File: src/rtl/fp_div_round_pack_if.sv
// Handshake and data bundle between the mantissa divider and the round/pack stage.
interface fp_div_round_pack_if #(
   parameter int EW = 8,
   parameter int MW = 23
);
   logic             start;
   logic             sign_a;
   logic             sign_b;
   logic [EW-1:0]    exp_a;
   logic [EW-1:0]    exp_b;
   logic [MW+2:0]    q;
   logic             sticky;
   logic             a_zero;
   logic             b_zero;
   logic             a_inf;
   logic             b_inf;
   logic             a_nan;
   logic             b_nan;
   logic [EW+MW:0]   result;
   logic             busy;
   logic             done;
   logic             flag_invalid;
   logic             flag_dz;
   logic             flag_overflow;
   logic             flag_underflow;
   logic             flag_inexact;

   modport master (
      output start, sign_a, sign_b, exp_a, exp_b, q, sticky,
             a_zero, b_zero, a_inf, b_inf, a_nan, b_nan,
      input  result, busy, done, flag_invalid, flag_dz, flag_overflow,
             flag_underflow, flag_inexact
   );

   modport slave (
      input  start, sign_a, sign_b, exp_a, exp_b, q, sticky,
             a_zero, b_zero, a_inf, b_inf, a_nan, b_nan,
      output result, busy, done, flag_invalid, flag_dz, flag_overflow,
             flag_underflow, flag_inexact
   );
endinterface

File: src/rtl/fp_div_round_pack.sv
// Divider post-processing: normalizes the quotient, rounds to nearest-even,
// range-checks the exponent, resolves special operands and packs the result.
module fp_div_round_pack #(
   parameter int EW = 8,
   parameter int MW = 23
) (
   input logic                clk,
   input logic                rst,
   fp_div_round_pack_if.slave bus
);
   localparam int XW = EW + 2;
   localparam logic signed [XW-1:0] BIAS    = XW'((32'sd2 ** (EW - 1)) - 32'sd1);
   localparam logic signed [XW-1:0] EXP_MAX = XW'((32'sd2 ** EW) - 32'sd1);
   localparam logic signed [XW-1:0] ONE     = XW'(32'sd1);
   localparam logic signed [XW-1:0] ZERO    = XW'(32'sd0);

   typedef enum logic [1:0] {IDLE = 2'd0, NORM = 2'd1, ROUND = 2'd2, PACK = 2'd3} state_t;

   state_t                 state_r, state_n;
   logic                   sign_r;
   logic [EW-1:0]          exp_a_r, exp_b_r;
   logic [MW+2:0]          q_r;
   logic                   sticky_r;
   logic                   a_zero_r, b_zero_r, a_inf_r, b_inf_r, a_nan_r, b_nan_r;
   logic [MW-1:0]          mant_r;
   logic                   guard_r, stk_r;
   logic signed [XW-1:0]   exp_r;
   logic [EW+MW:0]         result_r;
   logic                   busy_r, done_r;
   logic                   invalid_r, dz_r, overflow_r, underflow_r, inexact_r;

   logic [MW-1:0]          norm_mant_s;
   logic                   norm_guard_s, norm_stk_s;
   logic signed [XW-1:0]   exp_diff_s, norm_exp_s;
   logic                   rnd_up_s;
   logic [MW:0]            rnd_sum_s;
   logic signed [XW-1:0]   rnd_exp_s;
   logic [EW+MW:0]         pk_result_s;
   logic                   pk_invalid_s, pk_dz_s, pk_overflow_s, pk_underflow_s, pk_inexact_s;

   // State register
   always_ff @(posedge clk) begin
      if (rst) begin
         state_r <= IDLE;
      end else begin
         state_r <= state_n;
      end
   end

   // Next-state logic: start is only honoured in IDLE
   always_comb begin
      state_n = IDLE;
      case (state_r)
         IDLE:    if (bus.start) state_n = NORM; else state_n = IDLE;
         NORM:    state_n = ROUND;
         ROUND:   state_n = PACK;
         PACK:    state_n = IDLE;
         default: state_n = IDLE;
      endcase
   end

   // Normalization; the divider supplies two extra fraction bits for guard/sticky
   always_comb begin
      exp_diff_s = $signed({2'b00, exp_a_r}) - $signed({2'b00, exp_b_r}) + BIAS;
      if (q_r[MW+2]) begin
         norm_mant_s  = q_r[MW+1:2];
         norm_guard_s = q_r[1];
         norm_stk_s   = q_r[0] | sticky_r;
         norm_exp_s   = exp_diff_s;
      end else begin
         norm_mant_s  = q_r[MW:1];
         norm_guard_s = q_r[0];
         norm_stk_s   = sticky_r;
         norm_exp_s   = exp_diff_s - ONE;
      end
   end

   // Round to nearest-even; a mantissa carry-out bumps the exponent
   always_comb begin
      rnd_up_s  = guard_r & (stk_r | mant_r[0]);
      rnd_sum_s = {1'b0, mant_r} + {{MW{1'b0}}, rnd_up_s};
      if (rnd_sum_s[MW]) begin
         rnd_exp_s = exp_r + ONE;
      end else begin
         rnd_exp_s = exp_r;
      end
   end

   // Special-case resolution and exponent range check
   always_comb begin
      pk_result_s    = '0;
      pk_invalid_s   = 1'b0;
      pk_dz_s        = 1'b0;
      pk_overflow_s  = 1'b0;
      pk_underflow_s = 1'b0;
      pk_inexact_s   = 1'b0;
      if (a_nan_r | b_nan_r | (a_zero_r & b_zero_r) | (a_inf_r & b_inf_r)) begin
         pk_result_s  = {1'b0, {EW{1'b1}}, 1'b1, {(MW-1){1'b0}}};
         pk_invalid_s = 1'b1;
      end else if (b_zero_r) begin
         pk_result_s = {sign_r, {EW{1'b1}}, {MW{1'b0}}};
         pk_dz_s     = 1'b1;
      end else if (a_inf_r) begin
         pk_result_s = {sign_r, {EW{1'b1}}, {MW{1'b0}}};
      end else if (a_zero_r | b_inf_r) begin
         pk_result_s = {sign_r, {(EW+MW){1'b0}}};
      end else if (exp_r >= EXP_MAX) begin
         pk_result_s   = {sign_r, {EW{1'b1}}, {MW{1'b0}}};
         pk_overflow_s = 1'b1;
         pk_inexact_s  = 1'b1;
      end else if (exp_r <= ZERO) begin
         pk_result_s    = {sign_r, {(EW+MW){1'b0}}};
         pk_underflow_s = 1'b1;
         pk_inexact_s   = 1'b1;
      end else begin
         pk_result_s  = {sign_r, exp_r[EW-1:0], mant_r};
         pk_inexact_s = guard_r | stk_r;
      end
   end

   // Operand capture and per-stage datapath registers
   always_ff @(posedge clk) begin
      if (rst) begin
         sign_r   <= 1'b0;
         exp_a_r  <= '0;
         exp_b_r  <= '0;
         q_r      <= '0;
         sticky_r <= 1'b0;
         {a_zero_r, b_zero_r, a_inf_r, b_inf_r, a_nan_r, b_nan_r} <= 6'b000000;
         mant_r   <= '0;
         guard_r  <= 1'b0;
         stk_r    <= 1'b0;
         exp_r    <= ZERO;
      end else begin
         case (state_r)
            IDLE: begin
               if (bus.start) begin
                  sign_r   <= bus.sign_a ^ bus.sign_b;
                  exp_a_r  <= bus.exp_a;
                  exp_b_r  <= bus.exp_b;
                  q_r      <= bus.q;
                  sticky_r <= bus.sticky;
                  {a_zero_r, b_zero_r, a_inf_r, b_inf_r, a_nan_r, b_nan_r} <=
                     {bus.a_zero, bus.b_zero, bus.a_inf, bus.b_inf, bus.a_nan, bus.b_nan};
               end
            end
            NORM: begin
               mant_r  <= norm_mant_s;
               guard_r <= norm_guard_s;
               stk_r   <= norm_stk_s;
               exp_r   <= norm_exp_s;
            end
            ROUND: begin
               mant_r <= rnd_sum_s[MW-1:0];
               exp_r  <= rnd_exp_s;
            end
            default: begin
               exp_r <= exp_r;
            end
         endcase
      end
   end

   // Output registers: result and flags change only on the PACK->IDLE edge
   always_ff @(posedge clk) begin
      if (rst) begin
         result_r    <= '0;
         busy_r      <= 1'b0;
         done_r      <= 1'b0;
         invalid_r   <= 1'b0;
         dz_r        <= 1'b0;
         overflow_r  <= 1'b0;
         underflow_r <= 1'b0;
         inexact_r   <= 1'b0;
      end else begin
         busy_r <= (state_n != IDLE);
         done_r <= (state_r == PACK);
         if (state_r == PACK) begin
            result_r    <= pk_result_s;
            invalid_r   <= pk_invalid_s;
            dz_r        <= pk_dz_s;
            overflow_r  <= pk_overflow_s;
            underflow_r <= pk_underflow_s;
            inexact_r   <= pk_inexact_s;
         end
      end
   end

   assign bus.result         = result_r;
   assign bus.busy           = busy_r;
   assign bus.done           = done_r;
   assign bus.flag_invalid   = invalid_r;
   assign bus.flag_dz        = dz_r;
   assign bus.flag_overflow  = overflow_r;
   assign bus.flag_underflow = underflow_r;
   assign bus.flag_inexact   = inexact_r;
endmodule
File: src/flat_wrapper.sv
// flat-port wrapper written by rule: the top's interface ports become plain ports
module fp_div_round_pack_flat 
#(
   parameter int EW = 8,
   parameter int MW = 23
)
  (clk, rst, bus_start, bus_sign_a, bus_sign_b, bus_exp_a, bus_exp_b, bus_q, bus_sticky, bus_a_zero, bus_b_zero, bus_a_inf, bus_b_inf, bus_a_nan, bus_b_nan, bus_result, bus_busy, bus_done, bus_flag_invalid, bus_flag_dz, bus_flag_overflow, bus_flag_underflow, bus_flag_inexact);
  fp_div_round_pack_if #(.EW(EW), .MW(MW)) bus_i ();
  input logic clk;
  input logic rst;
  input wire logic [$bits(bus_i.start)-1:0] bus_start;
  input wire logic [$bits(bus_i.sign_a)-1:0] bus_sign_a;
  input wire logic [$bits(bus_i.sign_b)-1:0] bus_sign_b;
  input wire logic [$bits(bus_i.exp_a)-1:0] bus_exp_a;
  input wire logic [$bits(bus_i.exp_b)-1:0] bus_exp_b;
  input wire logic [$bits(bus_i.q)-1:0] bus_q;
  input wire logic [$bits(bus_i.sticky)-1:0] bus_sticky;
  input wire logic [$bits(bus_i.a_zero)-1:0] bus_a_zero;
  input wire logic [$bits(bus_i.b_zero)-1:0] bus_b_zero;
  input wire logic [$bits(bus_i.a_inf)-1:0] bus_a_inf;
  input wire logic [$bits(bus_i.b_inf)-1:0] bus_b_inf;
  input wire logic [$bits(bus_i.a_nan)-1:0] bus_a_nan;
  input wire logic [$bits(bus_i.b_nan)-1:0] bus_b_nan;
  output wire logic [$bits(bus_i.result)-1:0] bus_result;
  output wire logic [$bits(bus_i.busy)-1:0] bus_busy;
  output wire logic [$bits(bus_i.done)-1:0] bus_done;
  output wire logic [$bits(bus_i.flag_invalid)-1:0] bus_flag_invalid;
  output wire logic [$bits(bus_i.flag_dz)-1:0] bus_flag_dz;
  output wire logic [$bits(bus_i.flag_overflow)-1:0] bus_flag_overflow;
  output wire logic [$bits(bus_i.flag_underflow)-1:0] bus_flag_underflow;
  output wire logic [$bits(bus_i.flag_inexact)-1:0] bus_flag_inexact;
  assign bus_i.start = bus_start;
  assign bus_i.sign_a = bus_sign_a;
  assign bus_i.sign_b = bus_sign_b;
  assign bus_i.exp_a = bus_exp_a;
  assign bus_i.exp_b = bus_exp_b;
  assign bus_i.q = bus_q;
  assign bus_i.sticky = bus_sticky;
  assign bus_i.a_zero = bus_a_zero;
  assign bus_i.b_zero = bus_b_zero;
  assign bus_i.a_inf = bus_a_inf;
  assign bus_i.b_inf = bus_b_inf;
  assign bus_i.a_nan = bus_a_nan;
  assign bus_i.b_nan = bus_b_nan;
  assign bus_result = bus_i.result;
  assign bus_busy = bus_i.busy;
  assign bus_done = bus_i.done;
  assign bus_flag_invalid = bus_i.flag_invalid;
  assign bus_flag_dz = bus_i.flag_dz;
  assign bus_flag_overflow = bus_i.flag_overflow;
  assign bus_flag_underflow = bus_i.flag_underflow;
  assign bus_flag_inexact = bus_i.flag_inexact;
  fp_div_round_pack #(.EW(EW), .MW(MW)) u_core (.clk(clk), .rst(rst), .bus(bus_i));
endmodule
File: config.mk
export PLATFORM = sky130hd
export DESIGN_NAME = fp_div_round_pack_flat
export DESIGN_NICKNAME = d
export VERILOG_FILES = /design/src/rtl/fp_div_round_pack_if.sv /design/src/rtl/fp_div_round_pack.sv /design/src/flat_wrapper.sv
export SDC_FILE = /design/constraint.sdc
export NUM_CORES = 1
export LEC_CHECK = 0
export ABC_CLOCK_PERIOD_IN_PS = 4700
export CAP_MARGIN = 20
export CORE_UTILIZATION = 59
export CTS_CLUSTER_SIZE = 28
export DETAILED_ROUTE_END_ITERATION = 16
export PLACE_DENSITY = 0.85
export SLEW_MARGIN = 10
export SYNTH_ARGS = -nofsm -noshare
export SYNTH_HDL_FRONTEND = slang
export SYNTH_SLANG_ARGS = --single-unit
File: constraint.sdc
create_clock -name clk -period 4.7 [get_ports clk]
set_input_delay 0.705 -clock clk [delete_from_list [all_inputs] [get_ports clk]]
set_output_delay 0.705 -clock clk [all_outputs]
set_load 0.03 [all_outputs]
[Word-level counts from Yosys, hierarchy flattened]
Cells that the tools add are included.
Cells by class
  equality and inequality tests: 4
  reduce and logical (&&, ||, !) cells: 5
  bitwise logic cells: 11
  magnitude comparators: 2
  multiply operators: 0
  add/sub/neg operators: 5
  mux-type cells: 35
  divide/modulo/power cells: 0
  shift-type cells: 0
Operators by type and width (number)
  $mux W31: 5
  $pmux W23 S2: 1
  $mux W32: 1
  $add A23 B1 Y24: 1
  $mux W1: 23
  $mux W23: 1
  $mux W10: 2
  $pmux W10 S2: 1
  $add A10 B2 Y10 const B: 1
  $add A10 B8 Y10 const B: 1
  $ge A10 B9 Y1 const B: 1
  $le A10 B1 Y1 const B: 1
  $sub A10 B2 Y10 const B: 1
  $sub A8 B8 Y9: 1
  $pmux W2 S4: 1
  $or A1 B1 Y1: 7
  $eq A2 B2 Y1 const B: 2
  $reduce_and A2 Y1: 2
  $reduce_bool A2 Y1: 2
  $and A1 B1 Y1: 3
  $eq A2 B1 Y1 const B: 1
  $logic_not A2 Y1: 1
  $ne A2 B1 Y1 const B: 1
  $xor A1 B1 Y1: 1
Storage, ports and cells
  word-level logic and storage cells: 86
  memories kept: 0
  bits in read-only memories: 0
  input port bits: 54
  register bits after elaboration: 126
  memory bits (writable): 0
  latch bits: 0
  output and inout bits: 39

[Longest topological paths before layout]
Gate-level depths: netlist of the first run.
  depth in word-level cells: 7
  gate-level depth with buffers: 14
  mapped depth without buffers: 14

[Worst setup path after synthesis of the first run]
No wires, ideal clock.
  path kind: register -> register
  start point: reg u_core.exp_a_r[0]
  end point: reg u_core.exp_r[9]
  data arrival time: 2747 ps
  clock period less this slack: 2807 ps
  setup time: 60 ps
  path buffers: 0
  required time: 4640 ps
  cell stages (with the launch flop): 14
  setup slack: 1893 ps
  cell sequence: dfxtp_1 inv_1 ha_1 inv_1 fa_1 inv_1 ha_1 nor3b_1 mux2_4 xor2_1 or3_4 nor3b_4 and3_1 o221a_1
On the way
  longest elaborated chain between the ends: 5
Ends and longest elaborated chain
  from (decl): RTL line fp_div_round_pack.sv:21  | logic [EW-1:0] exp_a_r, exp_b_r;
  from (signal assigned): RTL line fp_div_round_pack.sv:139  | exp_a_r <= bus.exp_a;
  $sub A8 B8 Y9 *: RTL line fp_div_round_pack.sv:64  | exp_diff_s = $signed({2'b00, exp_a_r}) - $signed({2'b00, exp_b_r}) + BIAS;
  $add A10 B8 Y10 *: RTL line fp_div_round_pack.sv:64
  $sub A10 B2 Y10: RTL line fp_div_round_pack.sv:74  | norm_exp_s = exp_diff_s - ONE;
  $mux W10 *: RTL line fp_div_round_pack.sv:65  | if (q_r[MW+2]) begin
  $pmux W10 S2 *: RTL line fp_div_round_pack.sv:135  | case (state_r)
  to (signal assigned): RTL line fp_div_round_pack.sv:151  | exp_r <= norm_exp_s;
  to (signal assigned): RTL line fp_div_round_pack.sv:155  | exp_r <= rnd_exp_s;
  to (signal assigned): RTL line fp_div_round_pack.sv:158  | exp_r <= exp_r;
  to (decl): RTL line fp_div_round_pack.sv:27  | logic signed [XW-1:0] exp_r;
Every way passes the cells marked *; elsewhere a longest branch is shown, timed or not.
A chain may end at the register's enable or synchronous reset.

[Final worst setup path of the first run]
  start point: reg u_core.exp_a_r[0]
  end point: reg u_core.exp_r[8]
The elaborated chain is that of the path after synthesis.

==> impl_metrics.toml, run 1 <==
[detailed_routing]
drt_iter0_markers = 452
wl_met3_um = 1299
post_drt_wl_per_cell_um = 15.73
routed_wl_um = 16330
viasPerCell = 5.951
firstDrtPassIters = 5
vias = 6177
wl_met1_um = 7228
remaining_drc_errors = 0
dr.max_layer_used = "met4"
drtAntennaViolNets = 0
wl_met2_um = 7278

[placed_design]
dp_cells = 1006
port_buffers = 92
gp_congestion = 0.8294
post-dp-hpwl_um = 10940

[layout]
fin_nets = 963
fin_cells = 1038
antennaDiodeCount = 0
area_growth_pct = 22.69
drive_gt1_frac = 0.07428

[synthesis]
syn_avg_cell_area_um2 = 7.879
synth_top_family_by_area = "simple AND/OR/NAND/NOR gates"
synth-edff-count = 0
syn_inst = 825
yosys.area_share.xor_xnor = 0.03311
synthDistinctLibCells = 69
synth_compound_area_frac = 0.2077
async_flop_share = 0
synth_flop_cell = "dfxtp_1"
synthMuxAreaShare = 0.04870
synth_fa_ha_area_frac = 0.03965
ys_seq_area_frac = 0.3881
synth_area_um2 = 6500
synthSimpleGateAreaFrac = 0.2329
synth.yosys.warnings = 0
syn_nets = 899
ys_ff_latch = 126

[critical_path]
reg2reg_setup_slack_ns = 1.55
path_class = "reg -> reg"
reg2regPathDepth = 12
critical_path_arrival_ns = 3.59
startpoint_type = "register"
r2r_end = "u_core.exp_r[8]$_SDFFE_PP0P_"
critical_path_required_ns = 5.14
reg2reg_from = "u_core.exp_a_r[0]$_SDFFE_PP0P_"
crit_path_end_kind = "register"
crit_fanout = 5

[sta]
period_share = 0.6704
slew_violations = 0
fin_skew_ns = 0.006440
finalSetupViolCount = 0
rsz0062_at_grt = "no"
tns_ns = 0
fin_crit_ns = 3.151
max_slew_margin = 0.3886
fmax_mhz = 317.4
hold_viol_final = 0
tightest_slew_ns = 0.9171

[clock_tree]
path_clk_slew_ns = 0.06
numCtsBuffers = 17
cts_setup_buffers = 0
clockRootBuffer = "clkbuf_8"
cts_tree = "done"
clk_latency_ns = 0.53
hold_buffers = 0
cts-htree-levels = 4
cts.sinks = 126
cts.path.max_buffers = 2
ctsResizeCount = 0

[grt]
grt_overflow = 0
grt_pass1_vias = 5610
grt_pass1_wl_um = 27060
grt_use_total = 0.3005
antenna_found_initial = 0
grt_max_degree = 81

[floorplan]
design.core.area_um2 = 10510
io_pins = 93
fp-row-count = 37
die_h_um = 107.0
die_w_um = 107.0
initial_core_util = 0.6185
dieArea_um2 = 11440

[status]
outcome = "complete, no violations"

[pwr]
power_leakage_uw = 0.002945
ir_worst_vdd_v = 0.0002136
p_per_area_nw_per_um2 = 416.2

[run]
drv_cap = 0

[worst_hold_path]
holdCritPathClass = "reg -> reg"
min_from = "u_core.exp_a_r[0]$_SDFFE_PP0P_"
hold_end = "u_core.exp_a_r[0]$_SDFFE_PP0P_"
holdPathStages = 2
## cell type report
| cell class | instances | area [um2] |
|---|---|---|
| fillers | 772 | 2534 |
| clock inverters | 15 | 160.2 |
| flip-flops and latches | 126 | 2522 |
| inverters | 22 | 82.58 |
| multi-input cells | 623 | 3655 |
| clock buffers | 17 | 414.1 |
| well taps | 136 | 170.2 |
| repair buffers | 99 | 970.9 |
## flip-flops by register name, summed over array words and instances, names as in the netlist
name,cells
u_core.a_zero_r,1
u_core.bus.flag_inexact,1
u_core.bus.result,32
u_core.exp_r,10
u_core.b_inf_r,1
u_core.bus.flag_invalid,1
u_core.b_nan_r,1
u_core.a_nan_r,1
u_core.bus.busy,1
u_core.state_r,2
u_core.exp_b_r,8
u_core.q_r,26
u_core.bus.flag_dz,1
u_core.sticky_r,1
u_core.stk_r,1
u_core.bus.flag_overflow,1
u_core.exp_a_r,8
u_core.a_inf_r,1
u_core.mant_r,23
u_core.guard_r,1
u_core.sign_r,1
u_core.b_zero_r,1
u_core.bus.done,1
u_core.bus.flag_underflow,1
## worst max path at each step
stage          slack (ns)                           end                            from  cells after the start
2_1_floorplan        1.89  u_core.exp_r[9]$_SDFFE_PP0P_  u_core.exp_a_r[0]$_SDFFE_PP0P_                     13
3_3_place_gp         1.77  u_core.exp_r[8]$_SDFFE_PP0P_  u_core.exp_a_r[0]$_SDFFE_PP0P_                     12
3_5_place_dp         1.55  u_core.exp_r[8]$_SDFFE_PP0P_  u_core.exp_a_r[0]$_SDFFE_PP0P_                     12
4_1_cts              1.55  u_core.exp_r[8]$_SDFFE_PP0P_  u_core.exp_a_r[0]$_SDFFE_PP0P_                     12
5_1_grt              1.30  u_core.exp_r[8]$_SDFFE_PP0P_  u_core.exp_a_r[0]$_SDFFE_PP0P_                     12
6_report             1.55  u_core.exp_r[8]$_SDFFE_PP0P_  u_core.exp_a_r[0]$_SDFFE_PP0P_                     12
## cell usage in the layout, fill, tap and decap left out, drive strengths merged, types with 10 or more instances in the layout
cell type and count:
nand2 147, dfxtp 126, a21oi 107, clkdlybuf4s50 91, nor2 71, o21ai 44
nor2b 27, inv 27, nand3 21, a211oi 21, mux2i 20, ha 19
clkbuf 17, xnor2 14, a22oi 11, and3 10, nand2b 10, mux2 10
## routing by layer
metal | vias up | GRT usage
li1 | 2986 | -
met1 | 2835 | 0.4114
met2 | 303 | 0.4461
met3 | 53 | 0.06444
met4 | 0 | 0.1507
met5 | - | 0
## report_power, final
part           leakage [uW]  switching [uW]  internal [uW]
combinational       0.00165             492            334
sequential          0.00103            77.2           1150
clock              0.000268             509            760
total               0.00295            1080           2240
## synth_stat cells (all sizes together), types with 2 or more instances
master,instances,area (um2)
nand2,147,551.8
dfxtp,126,2522
a21oi,107,539.3
nor2,71,269.0
clkbuf,47,186.4
o21ai,44,220.2
nor2b,27,171.4
inv,22,82.58
a211oi,21,172.7
nand3,21,105.1
mux2i,20,200.2
ha,19,237.7
xnor2,14,130.1
a22oi,11,82.58
and3,10,62.56
mux2,10,116.4
nand2b,10,62.56
xor2,8,85.08
buf,7,55.05
nor3,7,35.03
o22ai,7,50.05
and2,6,37.54
nor4,6,37.54
o21a,6,45.04
o31ai,6,45.04
a31oi,5,31.28
a21o,3,22.52
nand4,3,18.77
or2,3,18.77
or3,3,23.77
a211o,2,17.52
nor3b,2,26.28
nor4b,2,32.53
o2111ai,2,17.52
o2bb2ai,2,17.52
or4,2,15.01
## through the flow
step | worst slack, ns | hold slack (ns) | utilization | power [uW] | area (um2)
global route | 1.298 | 0.4718 | 0.7589 | 3462 | 7975
global placement | 1.767 | 0.4446 | 0.7043 | 2000 | 7401
floorplan | 1.893 | 0.4329 | - | 1838 | 6500
CTS | 1.549 | 0.4550 | 0.7589 | 3314 | 7975
detailed placement | 1.545 | 0.4463 | 0.7043 | 2037 | 7401
finish | 1.549 | 0.4524 | 0.7589 | 3319 | 7975
## worst max-delay path: stages (launching register included)
cell,delay (ns)
dfxtp_1,0.31
inv_1,0.05
ha_1,0.16
inv_1,0.06
fa_1,0.50
a21o_1,0.22
a211oi_2,0.33
nor2_2,0.10
nor4_1,0.33
xnor2_1,0.24
nand3_1,0.23
o31a_1,0.32
o31ai_1,0.22
## cells by family (layout without fill, tap and decap cells)
logic type / count (synthesis) / count (layout)
compound gates: 226 / 226
flops: 126 / 126
buf+inv: 76 / 153
xor+xnor: 22 / 22
mux: 30 / 30
simple gates: 325 / 325
fa+ha+maj: 20 / 20
No activity file was read; power rests on OpenSTA's default activity.
==> inputs of run 2 (changes only) <==
Settings changed: ABC_CLOCK_PERIOD_IN_PS 4700 to 3100, CORE_UTILIZATION 59 to 55, PLACE_DENSITY 0.85 to 0.8.
Clock period 4.7 ns to 3.1 ns, I/O delays scaled along.
==> impl_metrics.toml, run 2 (synthesis results as in run 1) <==
[floorplan]
design.core.area_um2 = 11470
fp-row-count = 39
die_h_um = 110.7
dieArea_um2 = 12260
io_pins = 93
die_w_um = 110.7
initial_core_util = 0.5668

[layout]
final_common_cell = "nand2_1"
antennaDiodeCount = 0
area_growth_pct = 23.70
largest_register_ffs = 32
final_cell_mix = "nand2_1 (147), dfxtp_1 (126), a21oi_1 (106)"
drive_gt1_frac = 0.07921
fin_cells = 1052
fin_nets = 971
post-route-util = 0.7011

[clock_tree]
cts_tree = "done"
hold_buffers = 0
clk_latency_ns = 0.42
numCtsBuffers = 17
cts.sinks = 126
clockRootBuffer = "clkbuf_16"
cts-htree-levels = 4
cts.path.max_buffers = 2
path_clk_slew_ns = 0.05

[grt]
grt_pass1_wl_um = 25980
grt_pass1_vias = 5523
antenna_found_initial = 0
grt_overflow = 0
grt_max_degree = 92
grt_use_total = 0.2614

[run]
drv_cap = 0

[critical_path]
startpoint_type = "register"
crit_path_end_kind = "register"
slowest_delay_ns = 0.51
crit_buf_inv = 3
path_class = "reg -> reg"
critical_path_required_ns = 3.36
path_cells = "inv_1 -> ha_1 -> inv_1 -> fa_2 -> inv_1 -> ha_1 -> nor3b_1 -> mux2_4 -> xor2_1 -> or3_4 -> nor3b_4 -> xnor2_1 -> a211oi_2"
crit_fanout = 3
cpMostUsedCell = "inv_1"
crit_family = "adder cells"
critical_path_arrival_ns = 3.23
cp_slowest_cell = "fa_2"

[sta]
tightest_slew_ns = 0.9499
fin_skew_ns = 0.006352
fin_crit_ns = 2.967
whs_ns = 0.4583
fmax_mhz = 337.0
slew_violations = 0
finalSetupViolCount = 0
period_share = 0.9572
rsz0062_at_grt = "no"
hold_viol_final = 0
tns_ns = 0
max_slew_margin = 0.3667

[detailed_routing]
firstDrtPassIters = 5
viasPerCell = 5.687
drt_iter0_markers = 522
vias = 5983
routed_wl_um = 15740
remaining_drc_errors = 0
post_drt_wl_per_cell_um = 14.97
drtAntennaViolNets = 0

[placed_design]
post-dp-hpwl_um = 10870
port_buffers = 92
gp_congestion = 0.8763
dp_cells = 1021

[worst_hold_path]
holdCritPathClass = "reg -> reg"

[pwr]
power_leakage_uw = 0.002995
ir_worst_vdd_v = 0.0004425
p_per_area_nw_per_um2 = 619.9

[status]
outcome = "complete, no violations"
## run 2: final cells by class
| class | instances | area, um2 |
|---|---|---|
| Clock buffer | 25 | 505.5 |
| Clock inverter | 6 | 57.56 |
| Fill cell | 932 | 3427 |
| Inverter | 22 | 82.58 |
| Multi-Input combinational cell | 623 | 3662 |
| Sequential cell | 126 | 2522 |
| Tap cell | 143 | 178.9 |
| Timing Repair Buffer | 107 | 1031 |
## run 2: worst register-to-register path: cells and delay by family, from the launching register on
kind	cells	cell delay [ns]
simple gates	3	0.74
compound gates	1	0.09
mux	1	0.30
buf+inv	3	0.17
fa+ha+maj	3	0.88
flops	1	0.31
xor+xnor	2	0.32
## run 2: timing repair
| action | CTS | global route |
|---|---|---|
| buffers inserted | 0 | 0 |
| resized for setup | 0 | 2 |
| endpoints found under the setup margin | 0 | 3 |
## run 2: path summary, 6_finish.rpt
kind	cells after the start	endpoint	slack, ns	from
max	13	u_core.exp_r[7]$_SDFFE_PP0P_	0.13	u_core.exp_a_r[0]$_SDFFE_PP0P_
min	2	u_core.exp_a_r[5]$_SDFFE_PP0P_	0.46	u_core.exp_a_r[5]$_SDFFE_PP0P_
max reg2reg	13	u_core.exp_r[7]$_SDFFE_PP0P_	0.13	u_core.exp_a_r[0]$_SDFFE_PP0P_
min reg2reg	2	u_core.exp_a_r[5]$_SDFFE_PP0P_	0.46	u_core.exp_a_r[5]$_SDFFE_PP0P_
## run 2: power breakdown
part           switching, uW  leakage [uW]  total, uW  internal [uW]
combinational            722       0.00169       1240            519
clock                    692      0.000279       1890           1200
sequential               115       0.00103       1850           1740
## run 2: stage by stage
step	setup WS (ns)	power, uW	instance area, um2
3_3_place_gp	0.1599	3050	7468
4_1_cts	0.06058	4980	8031
3_5_place_dp	0.07241	3093	7468
6_report	0.1328	4984	8040
2_1_floorplan	0.2930	2787	6500
5_1_grt	0.03055	5211	8040
## run 2: routing by layer
layer | routed length (um) | GRT usage | up-vias | part of all wire
li1 | - | - | 2994 | -
met1 | 7468 | 0.3538 | 2772 | 0.47
met2 | 6998 | 0.4054 | 191 | 0.44
met3 | 942 | 0.05085 | 26 | 0.060
met4 | 335 | 0.1138 | 0 | 0.021
met5 | 0 | 0 | - | 0
